`config.mk`:
```
export PLATFORM = sky130hd
export DESIGN_NAME = facc
export DESIGN_NICKNAME = d
export VERILOG_FILES = /design/src/rtl/fp_pkg.sv /design/src/rtl/fadd_align.sv /design/src/rtl/facc.sv
export SDC_FILE = /design/constraint.sdc
export NUM_CORES = 1
export LEC_CHECK = 0
export CAP_MARGIN = 20
export CORE_MARGIN = 4
export CORE_UTILIZATION = 57
export CTS_BUF_LIST = sky130_fd_sc_hd__clkbuf_2 sky130_fd_sc_hd__clkbuf_4 sky130_fd_sc_hd__clkbuf_8
export CTS_CLUSTER_SIZE = 24
export DETAILED_ROUTE_END_ITERATION = 10
export GPL_ROUTABILITY_DRIVEN = 0
export PLACE_DENSITY = 0.79
export SYNTH_ARGS = -nofsm -noshare
export SYNTH_HDL_FRONTEND = slang
export SYNTH_SLANG_ARGS = --single-unit
```
`constraint.sdc`:
```
create_clock -name clk -period 5.3 [get_ports clk]
set_clock_uncertainty 0.05 [all_clocks]
set_input_delay 1.59 -clock clk [delete_from_list [all_inputs] [get_ports clk]]
set_output_delay 1.59 -clock clk [all_outputs]
set_load 0.01 [all_outputs]
```
`src/rtl/fp_pkg.sv`:
```
// Shared types and constants for the single-precision accumulator.
//   fp32_t       : packed IEEE-754 single {sign, exp, frac}
//   facc_state_e : accumulator FSM states
//   EXP_BIAS, FP_ZERO, FP_MAX_MAG : format constants
package fp_pkg;
  localparam int          EXP_BIAS   = 127;
  localparam logic [31:0] FP_ZERO    = 32'h0000_0000;
  localparam logic [30:0] FP_MAX_MAG = 31'h7F7F_FFFF;

  typedef struct packed {
    logic        sign;
    logic [7:0]  exp;
    logic [22:0] frac;
  } fp32_t;

  typedef enum logic [2:0] {
    S_IDLE,
    S_ALIGN,
    S_ADD,
    S_NORM,
    S_FIN,
    S_OUT
  } facc_state_e;

  // Zero regardless of sign; denormals are not part of the format.
  function automatic logic fp_is_zero(input fp32_t v);
    return (v.exp == 8'd0) && (v.frac == 23'd0);
  endfunction
endpackage

```
`src/rtl/fadd_align.sv`:
```
// Operand alignment for the accumulator adder (purely combinational).
//   a, b : the two addends
//   x    : addend with the larger (or equal) exponent
//   my   : hidden-bit mantissa of the other addend, shifted right by the
//          exponent difference, shifted-out bits truncated
//   swap : 1 when b was selected as x
module fadd_align
  import fp_pkg::*;
(
  input  fp32_t       a,
  input  fp32_t       b,
  output fp32_t       x,
  output logic [23:0] my,
  output logic        swap
);
  logic [7:0]  ye;
  logic [22:0] yf;
  logic [7:0]  d;

  always_comb begin
    swap = (b.exp > a.exp);
    x    = swap ? b : a;
    ye   = swap ? a.exp  : b.exp;
    yf   = swap ? a.frac : b.frac;
    d    = x.exp - ye;
    // Anything past 24 positions is gone entirely; clamp so the shifter
    // never has to reason about oversize shift amounts.
    my   = (d >= 8'd25) ? 24'd0 : ({1'b1, yf} >> d);
  end
endmodule

```
`src/rtl/facc.sv`:
```
// Sequential single-precision accumulator. Takes one operand per handshake,
// adds it to the running total over several cycles (align, add, one-bit-per-
// cycle normalise) and presents the sum once the operand flagged last has
// been absorbed.
//   clk, rst                       : clock, synchronous active-high reset
//   in_valid/in_ready/in_data/in_last : operand stream
//   out_valid/out_ready/out_data/out_count : result, held until accepted
module facc
  import fp_pkg::*;
#(
  parameter int CNT_W = 16
) (
  input  logic             clk,
  input  logic             rst,
  input  logic             in_valid,
  output logic             in_ready,
  input  logic [31:0]      in_data,
  input  logic             in_last,
  output logic             out_valid,
  input  logic             out_ready,
  output logic [31:0]      out_data,
  output logic [CNT_W-1:0] out_count
);
  facc_state_e state, state_n;

  fp32_t            acc, op;
  logic [CNT_W-1:0] count;
  logic             last_q;

  // aligned operands held between ALIGN and ADD
  logic        xs, ys;
  logic [7:0]  ex;
  logic [23:0] mx, my;

  // normalisation working registers (bit 23 is known zero while in NORM)
  logic [22:0] sreg;
  logic [7:0]  e_r;
  logic        sign_r;

  logic [31:0]      odata;
  logic [CNT_W-1:0] ocount;

  fp32_t       al_x;
  logic [23:0] al_my;
  logic        al_swap;

  fadd_align u_align (
    .a   (acc),
    .b   (op),
    .x   (al_x),
    .my  (al_my),
    .swap(al_swap)
  );

  logic op_zero, acc_zero;
  assign op_zero  = fp_is_zero(op);
  assign acc_zero = fp_is_zero(acc);

  // ADD-stage arithmetic on the registered aligned operands
  logic [24:0] sum;
  logic        ssign;
  logic [7:0]  e_inc;

  always_comb begin
    sum   = '0;
    ssign = xs;
    if (xs == ys) begin
      sum   = {1'b0, mx} + {1'b0, my};
      ssign = xs;
    end else if (mx >= my) begin
      sum   = {1'b0, mx - my};
      ssign = xs;
    end else begin
      sum   = {1'b0, my - mx};
      ssign = ys;
    end
    e_inc = ex + 8'd1;
  end

  // NORM-stage single-bit left shift
  logic [23:0] ns;
  logic [7:0]  ne;
  assign ns = {sreg, 1'b0};
  assign ne = e_r - 8'd1;

  assign in_ready  = (state == S_IDLE) && !rst;
  assign out_valid = (state == S_OUT) && !rst;
  assign out_data  = odata;
  assign out_count = ocount;

  always_ff @(posedge clk) begin
    if (rst) state <= S_IDLE;
    else     state <= state_n;
  end

  always_comb begin
    state_n = state;
    unique case (state)
      S_IDLE:  if (in_valid) state_n = S_ALIGN;
      S_ALIGN: state_n = (op_zero || acc_zero) ? S_FIN : S_ADD;
      S_ADD:   state_n = (sum == 25'd0 || sum[24] || sum[23]) ? S_FIN : S_NORM;
      S_NORM:  if (ne == 8'd0 || ns[23]) state_n = S_FIN;
      S_FIN:   state_n = last_q ? S_OUT : S_IDLE;
      S_OUT:   if (out_ready) state_n = S_IDLE;
      default: state_n = S_IDLE;
    endcase
  end

  always_ff @(posedge clk) begin
    if (rst) begin
      acc    <= FP_ZERO;
      op     <= FP_ZERO;
      count  <= '0;
      last_q <= 1'b0;
      xs     <= 1'b0;
      ys     <= 1'b0;
      ex     <= '0;
      mx     <= '0;
      my     <= '0;
      sreg   <= '0;
      e_r    <= '0;
      sign_r <= 1'b0;
      odata  <= FP_ZERO;
      ocount <= '0;
    end else begin
      unique case (state)
        S_IDLE: if (in_valid) begin
          op     <= in_data;
          last_q <= in_last;
          if (count != '1) count <= count + CNT_W'(1);
        end
        S_ALIGN: begin
          if (op_zero) begin
            // zero term (either sign) leaves the total alone
          end else if (acc_zero) begin
            acc <= op;
          end else begin
            xs <= al_x.sign;
            ys <= al_swap ? acc.sign : op.sign;
            ex <= al_x.exp;
            mx <= {1'b1, al_x.frac};
            my <= al_my;
          end
        end
        S_ADD: begin
          if (sum == 25'd0) begin
            acc <= FP_ZERO;
          end else if (sum[24]) begin
            if (e_inc == 8'hFF) acc <= {ssign, FP_MAX_MAG};
            else                acc <= {ssign, e_inc, sum[23:1]};
          end else if (sum[23]) begin
            acc <= {ssign, ex, sum[22:0]};
          end else begin
            sreg   <= sum[22:0];
            e_r    <= ex;
            sign_r <= ssign;
          end
        end
        S_NORM: begin
          sreg <= ns[22:0];
          e_r  <= ne;
          // exponent underflow flushes to +0 rather than producing a denormal
          if (ne == 8'd0)  acc <= FP_ZERO;
          else if (ns[23]) acc <= {sign_r, ne, ns[22:0]};
        end
        S_FIN: if (last_q) begin
          odata  <= acc;
          ocount <= count;
        end
        S_OUT: if (out_ready) begin
          acc   <= FP_ZERO;
          count <= '0;
        end
        default: ;
      endcase
    end
  end
endmodule

```
; ---- Word level (Yosys, flattened, before mapping)
; Cells that the tools add are included.
; Widths: inputs -> output; s select.
[classes]
shifts = 1
n_eq_ne = 19
add_sub_neg = 7
bitwise = 5
mux = 38
n_lt_le_gt_ge = 3
n_reduce_logical = 27
[ops]
columns = cell, n
row1 = $mux 32, 9
row2 = $pmux 32 s4, 1
row3 = $mux 23, 4
row4 = $mux 16, 3
row5 = $mux 24, 2
row6 = $sub 24x24->24, 2
row7 = $logic_not 23->1, 2
row8 = $pmux 23 s2, 1
row9 = $mux 8, 4
row10 = $pmux 16 s2, 1
row11 = $mux 31, 1
row12 = $add 24x24->25, 1
row13 = $logic_not 25->1, 1
row14 = $mux 25, 1
row15 = $ge 24x24->1, 1
row16 = $logic_not 8->1, 3
row17 = $shr 24x8->24, 1
row18 = $mux 3, 6
row19 = $pmux 3 s6, 1
row20 = $add 16x1->16 const B, 1
row21 = $ne 16x16->1 const B, 1
row22 = $ne 2x2->1 const B, 8
row23 = $pmux 8 s2, 1
row24 = $reduce_and 4->1, 3
row25 = other kinds (24), 41
[totals]
in_bits = 37
register_bits = 222
output_inout_bits = 50
elab_cells = 119

; ---- Logic depth before layout (Yosys ltp)
[depth]
depth_word = 8
depth_mapped = 23
depth_no_buf = 17

; ---- Cells and area by module
; Synthesis repeated with hierarchy kept, for this count alone.
[unflattened]
hier_cells = 2192
hier_area_um2 = 16393.2
[modules_own_cells]
columns = module, seq_area_each_um2, area_per_inst_um2, n_inst, cells_each
row1 = facc, 4444.3, 13834.5, 1, 1880
row2 = fadd_align, 0.0, 2558.7, 1, 312

; ---- Worst setup path before layout
; Ideal clock, no wire load.
[synth_path]
path_type = register -> register
from = register acc[24] in the netlist's numbering
to = register my[1]
synth_period_minus_slack_ns = 5.343
stages_incl_launch_ff = 23
arrival_ns = 5.206
setup_ns = 0.087
path_buffers = 6
required_ns = 5.163
path_slack_ns = -0.043
cell_sequence = dfxtp_1 inv_1 ha_1 nor2b_1 o21a_1 o21ai_0 a21boi_1 o21ai_0 clkbuf_1 buf_2 clkbuf_1 clkbuf_1 o21a_1 ha_1 nand2_1 nand3_1 a21o_1 buf_1 buf_1 mux2i_1 nor2_1 o31a_1 o31ai_1
[synth_between]
elab_chain_cells = 5
word_cells_on_any_way = 12
classes_between = add/sub: 1 / order compare: 2 / shift: 1 / mux: 4 / bitwise: 1 / reduce/logical: 3
[synth_rtl]
columns = element, line
row1 = start: declaration, facc.sv:26  ; fp32_t acc, op;
row2 = start signal: assignment, facc.sv:136  ; acc <= op;
row3 = start signal: assignment, facc.sv:149  ; if (e_inc == 8'hFF) acc <= {ssign, FP_MAX_MAG};
row4 = start signal: assignment, facc.sv:150  ; else acc <= {ssign, e_inc, sum[23:1]};
row5 = $gt 8x8->1, fadd_align.sv:21  ; swap = (b.exp > a.exp);
row6 = $mux 32 or $mux 8 (tied branches), "fadd_align.sv:22, fadd_align.sv:23"
row7 = $sub 8x8->8, fadd_align.sv:25  ; d = x.exp - ye;
row8 = $shr 24x8->24 or $ge 8x5->1 (tied branches), fadd_align.sv:28  ; my = (d >= 8'd25) ? 24'd0 : ({1'b1, yf} >> d);
row9 = $mux 24, fadd_align.sv:28
row10 = end signal: assignment, facc.sv:142  ; my <= al_my;
row11 = end: declaration, facc.sv:33  ; logic [23:0] mx, my;
; Parallel ways exist; a longest one is shown, timed or not.
; A chain may end at the register's enable or synchronous reset.

; ---- Worst setup path in the final report
[layout_path]
from = register mx[9]
to = register acc[14] in the netlist's numbering
[layout_between]
elab_chain_cells = 7
word_cells_on_any_way = 14
classes_between = add/sub: 3 / order compare: 1 / eq/ne: 1 / mux: 7 / reduce/logical: 2
[layout_rtl]
columns = element, line
row1 = start: declaration, facc.sv:33
row2 = start signal: assignment, facc.sv:141  ; mx <= {1'b1, al_x.frac};
row3 = "$sub 24x24->24, or another cell as far along", facc.sv:74  ; sum = {1'b0, my - mx};
row4 = $mux 24, facc.sv:70  ; end else if (mx >= my) begin
row5 = $mux 25 *, facc.sv:67  ; if (xs == ys) begin
row6 = branches (longest 4 deep; another with $logic_not 25->1), n/a
row7 = end signal: assignment, facc.sv:149
row8 = end signal: assignment, facc.sv:150
row9 = end signal: assignment, facc.sv:152  ; acc <= {ssign, ex, sum[22:0]};
; Every way passes the cells marked *. The select of a mux whose other input is x is not followed.

==> impl_summary.md <==
Detailed routing
The first TritonRoute pass finished after 11 iterations. Once detail routing completed, the nets flagged for antenna violations numbered 0. Dividing the detail-routed via count by the number of cells gives slightly below 7. The post-detailed-route DRC marker count is 14. The detailed-route via count is between 15,000 and 20,000. In this run, the number of DRC markers left after iteration 0 of detailed routing was roughly 3,300. The routed length per instance is 23.3 um. Wires add up to roughly 60,000 um.

Global route
The number of antenna violations at the first check in global routing is 1. The first global-routing pass estimated 93,700 um of wire. In the global route stage, overall resource usage came out at 0.374.

The number of global-route vias before repair is approximately 17,000. The total global routing overflow is 0. The pin count of the biggest net entering global routing is 92.

Floorplanning
The die is between 150 and 200 um wide. The die is 176 um tall. The number of placed I/O pins is 87.

The area of the placeable core is around 28,000 sq um. For this configuration, the core starts out at a cell density of 0.580. The area of the die is around 31,000 sq um. The standard-cell row count is between 60 and 70.

Yosys
The most numerous cell in the Yosys netlist is sky130_fd_sc_hd__nand2_1. Of the synthesized area, sequential elements account for 0.275. The number of flops mapped to enable cells by yosys is 0.

In this run, synthesis produced a sequential element count of ~220. In the synthesized netlist the dominant register cell turns out to be sky130_fd_sc_hd__dfxtp_1. The largest total area in the synthesized netlist belongs to sky130_fd_sc_hd__dfxtp_1. By count the netlist is led by sky130_fd_sc_hd__nand2_1, sky130_fd_sc_hd__a21oi_1, sky130_fd_sc_hd__dfxtp_1.

After synthesis the cells add up to between 15,000 and 20,000 sq um. Counting every net in the synthesized netlist gives 2,254. The Yosys warning count is 0. After synthesis, the netlist uses between 90 and 100 different library cells.

Counting every instance in the synthesized netlist gives between 2,000 and 2,500. Sorting the synthesized cells by area gives the leading types as sky130_fd_sc_hd__dfxtp_1, sky130_fd_sc_hd__nand2_1, sky130_fd_sc_hd__a21oi_1. In the synthesized netlist the async set-or-reset flop fraction comes to 0. The share of synthesized area in the top cell type comes to 0.275. The average cell area after synthesis is around 7.6 sq um.

Clock network
CTS built an H-tree with a depth of 2. The number of clock sinks is 222. The later pin in the worst-skew pair is clocked with a latency of around 0.56 ns. The number of clock buffers inserted by TritonCTS is 38.

The longest clock path from root to sink contains 3 buffers. For this design, the CTS-stage hold fixing added 0 buffers. After clock tree synthesis, the clock-pin slew on the worst setup and hold paths is around 0.060 ns. The clock tree from TritonCTS is built. The tree is rooted in a sky130_fd_sc_hd__clkbuf_8.

Hold path
The type of the worst min-delay path is reg -> reg.

Worst setup path
Among all stages on the critical path, the largest delay is contributed by sky130_fd_sc_hd__xnor2_1. The required time reported for the critical path endpoint is 5.67 ns. STA classifies the critical path endpoint as a register. STA classifies the critical path startpoint as a register.

The worst-case register-to-register setup slack is 0.13 ns. At the worst endpoint, the arrival time is 5.54 ns. The biggest fanout along the worst timing path is 16. For this run, the slowest stage of the critical path takes slightly below 0.6 ns. The critical path is of the reg -> reg type. Walking the worst path, the cells encountered are inv_1 -> ha_1 -> nand4_1 -> or3_4 -> o2bb2ai_2 -> o21ai_2 -> buf_4 -> a21oi_1 -> a221oi_1 -> xnor2_1 -> nand4_1 -> a2111oi_4 -> a21bo_1 -> buf_4 -> a21oi_1 -> a311oi_1.

Timing
The final setup violation count is 0. The hold violation total from the final report came to 0. The post-route fraction of the period consumed by the critical path is 0.976. The worst-case headroom to the max-slew limit is 0.330. The smallest clock period supported by the final layout is computed as between 5 and 6 ns.

After routing, the total negative slack on setup checks comes to 0 ns. The max-slew violation count is 0. For this run, the top clock speed supported by timing is 193 MHz. The tightest hold path in the finished design has a slack of between 0.4 and 0.5 ns. The actual slew at the worst max-slew pin is 1.00 ns.

Outcome
The final reports fail on design-rule violations. The run finished, with violations left.

Layout
The core occupancy in the finished layout is 0.661. Of the cells placed in the final design, the portion with a size suffix greater than 1 is 0.108. The final non-filler cell total is 2,593.

The final net count is around 2,300. The repair_antennas step left the layout with diodes totalling 0. Relative to the synthesized area, the layout overhead comes to 14.0%.

Placement
The number of input and output port buffers inserted is 86. The number of placed instances, taps included, is 2,526. The HPWL after detailed placement is 44,300 um.

Job
The max-cap violation count is 0.
==> cells in the final DEF, fill, tap and decap left out, types with 46 or more instances in the layout <==
cell                              instances
sky130_fd_sc_hd__o21ai_0                 99
sky130_fd_sc_hd__dfxtp_1                222
sky130_fd_sc_hd__ha_1                    85
sky130_fd_sc_hd__nand2_1                364
sky130_fd_sc_hd__a21oi_1                223
sky130_fd_sc_hd__nor2_1                 167
sky130_fd_sc_hd__clkbuf_8                46
sky130_fd_sc_hd__clkdlybuf4s50_1         85
sky130_fd_sc_hd__buf_4                   83
sky130_fd_sc_hd__inv_1                   94
sky130_fd_sc_hd__mux2i_1                 65
==> critical path, delay by kind of cell, from the launching register on <==
family | cells | cell delay, ns
AOI/OAI and AO/OA | 8 | 1.83
xor gates and xnor gates | 1 | 0.58
adders and majority gates | 1 | 0.53
buffers and inverters | 3 | 0.53
DFF | 1 | 0.40
and+or+nand+nor | 3 | 1.09
==> per-stage QoR <==
step	cell area (sq um)	setup slack [ns]
finish	18400	0.126
floorplan	16200	0.138
CTS	18300	0.255
global route	18400	-0.00986
global placement	17500	0.409
detailed placement	17500	0.275
==> routing by layer <==
metal,vias to the layer above,global-route usage,routed length [um]
li1,7919,-,-
met1,8186,0.458,21600
met2,1400,0.581,25900
met3,411,0.0951,7510
met4,2,0.253,5450
met5,-,0,13
==> cell type report <==
class / count / area (sq um)
sequential: 222 / 4440
clock inverter: 5 / 78.8
inverter: 95 / 357
multi-input combinational: 1665 / 10800
timing repair buffer: 171 / 1520
tap: 378 / 473
clock buffer: 57 / 716
fill: 2370 / 9450
==> worst paths after layout <==
| kind | endpoint | cells past startpoint | startpoint |
|---|---|---|---|
| max | acc[14] | 16 | mx[9] |
| min | out_count[7] | 2 | out_count[7] |
| max reg2reg | acc[14] | 16 | mx[9] |
| min reg2reg | out_count[7] | 2 | out_count[7] |
==> kinds of logic (layout without fill, tap and decap cells) <==
group                    Yosys count  count (layout)  synth area share
adder cells (fa/ha/maj)           88              88            0.0695
buffers and inverters            242             328            0.0606
AND/OR/NAND/NOR                  776             776             0.219
flip-flops                       222             222             0.275
XOR/XNOR                          45              45            0.0244
AO/OA/AOI/OAI                    667             667             0.282
multiplexers                      89              89            0.0689
==> repair_timing <==
item / 4_1_cts / 5_1_grt
resized for setup: 0 / 6
endpoints found under the setup margin: 0 / 39
setup buffers: 0 / 4
==> registers in the layout, indices dropped and copies added (netlist names), 3 cells and up <==
signal	cells
acc	32
count	16
e_r	8
ex	8
mx	24
my	24
op	32
out_count	16
out_data	32
sreg	23
state	3
Power is left out: the tool's default activity adds up to more than one toggle a clock period on the data nets, which glitch-free logic cannot reach.
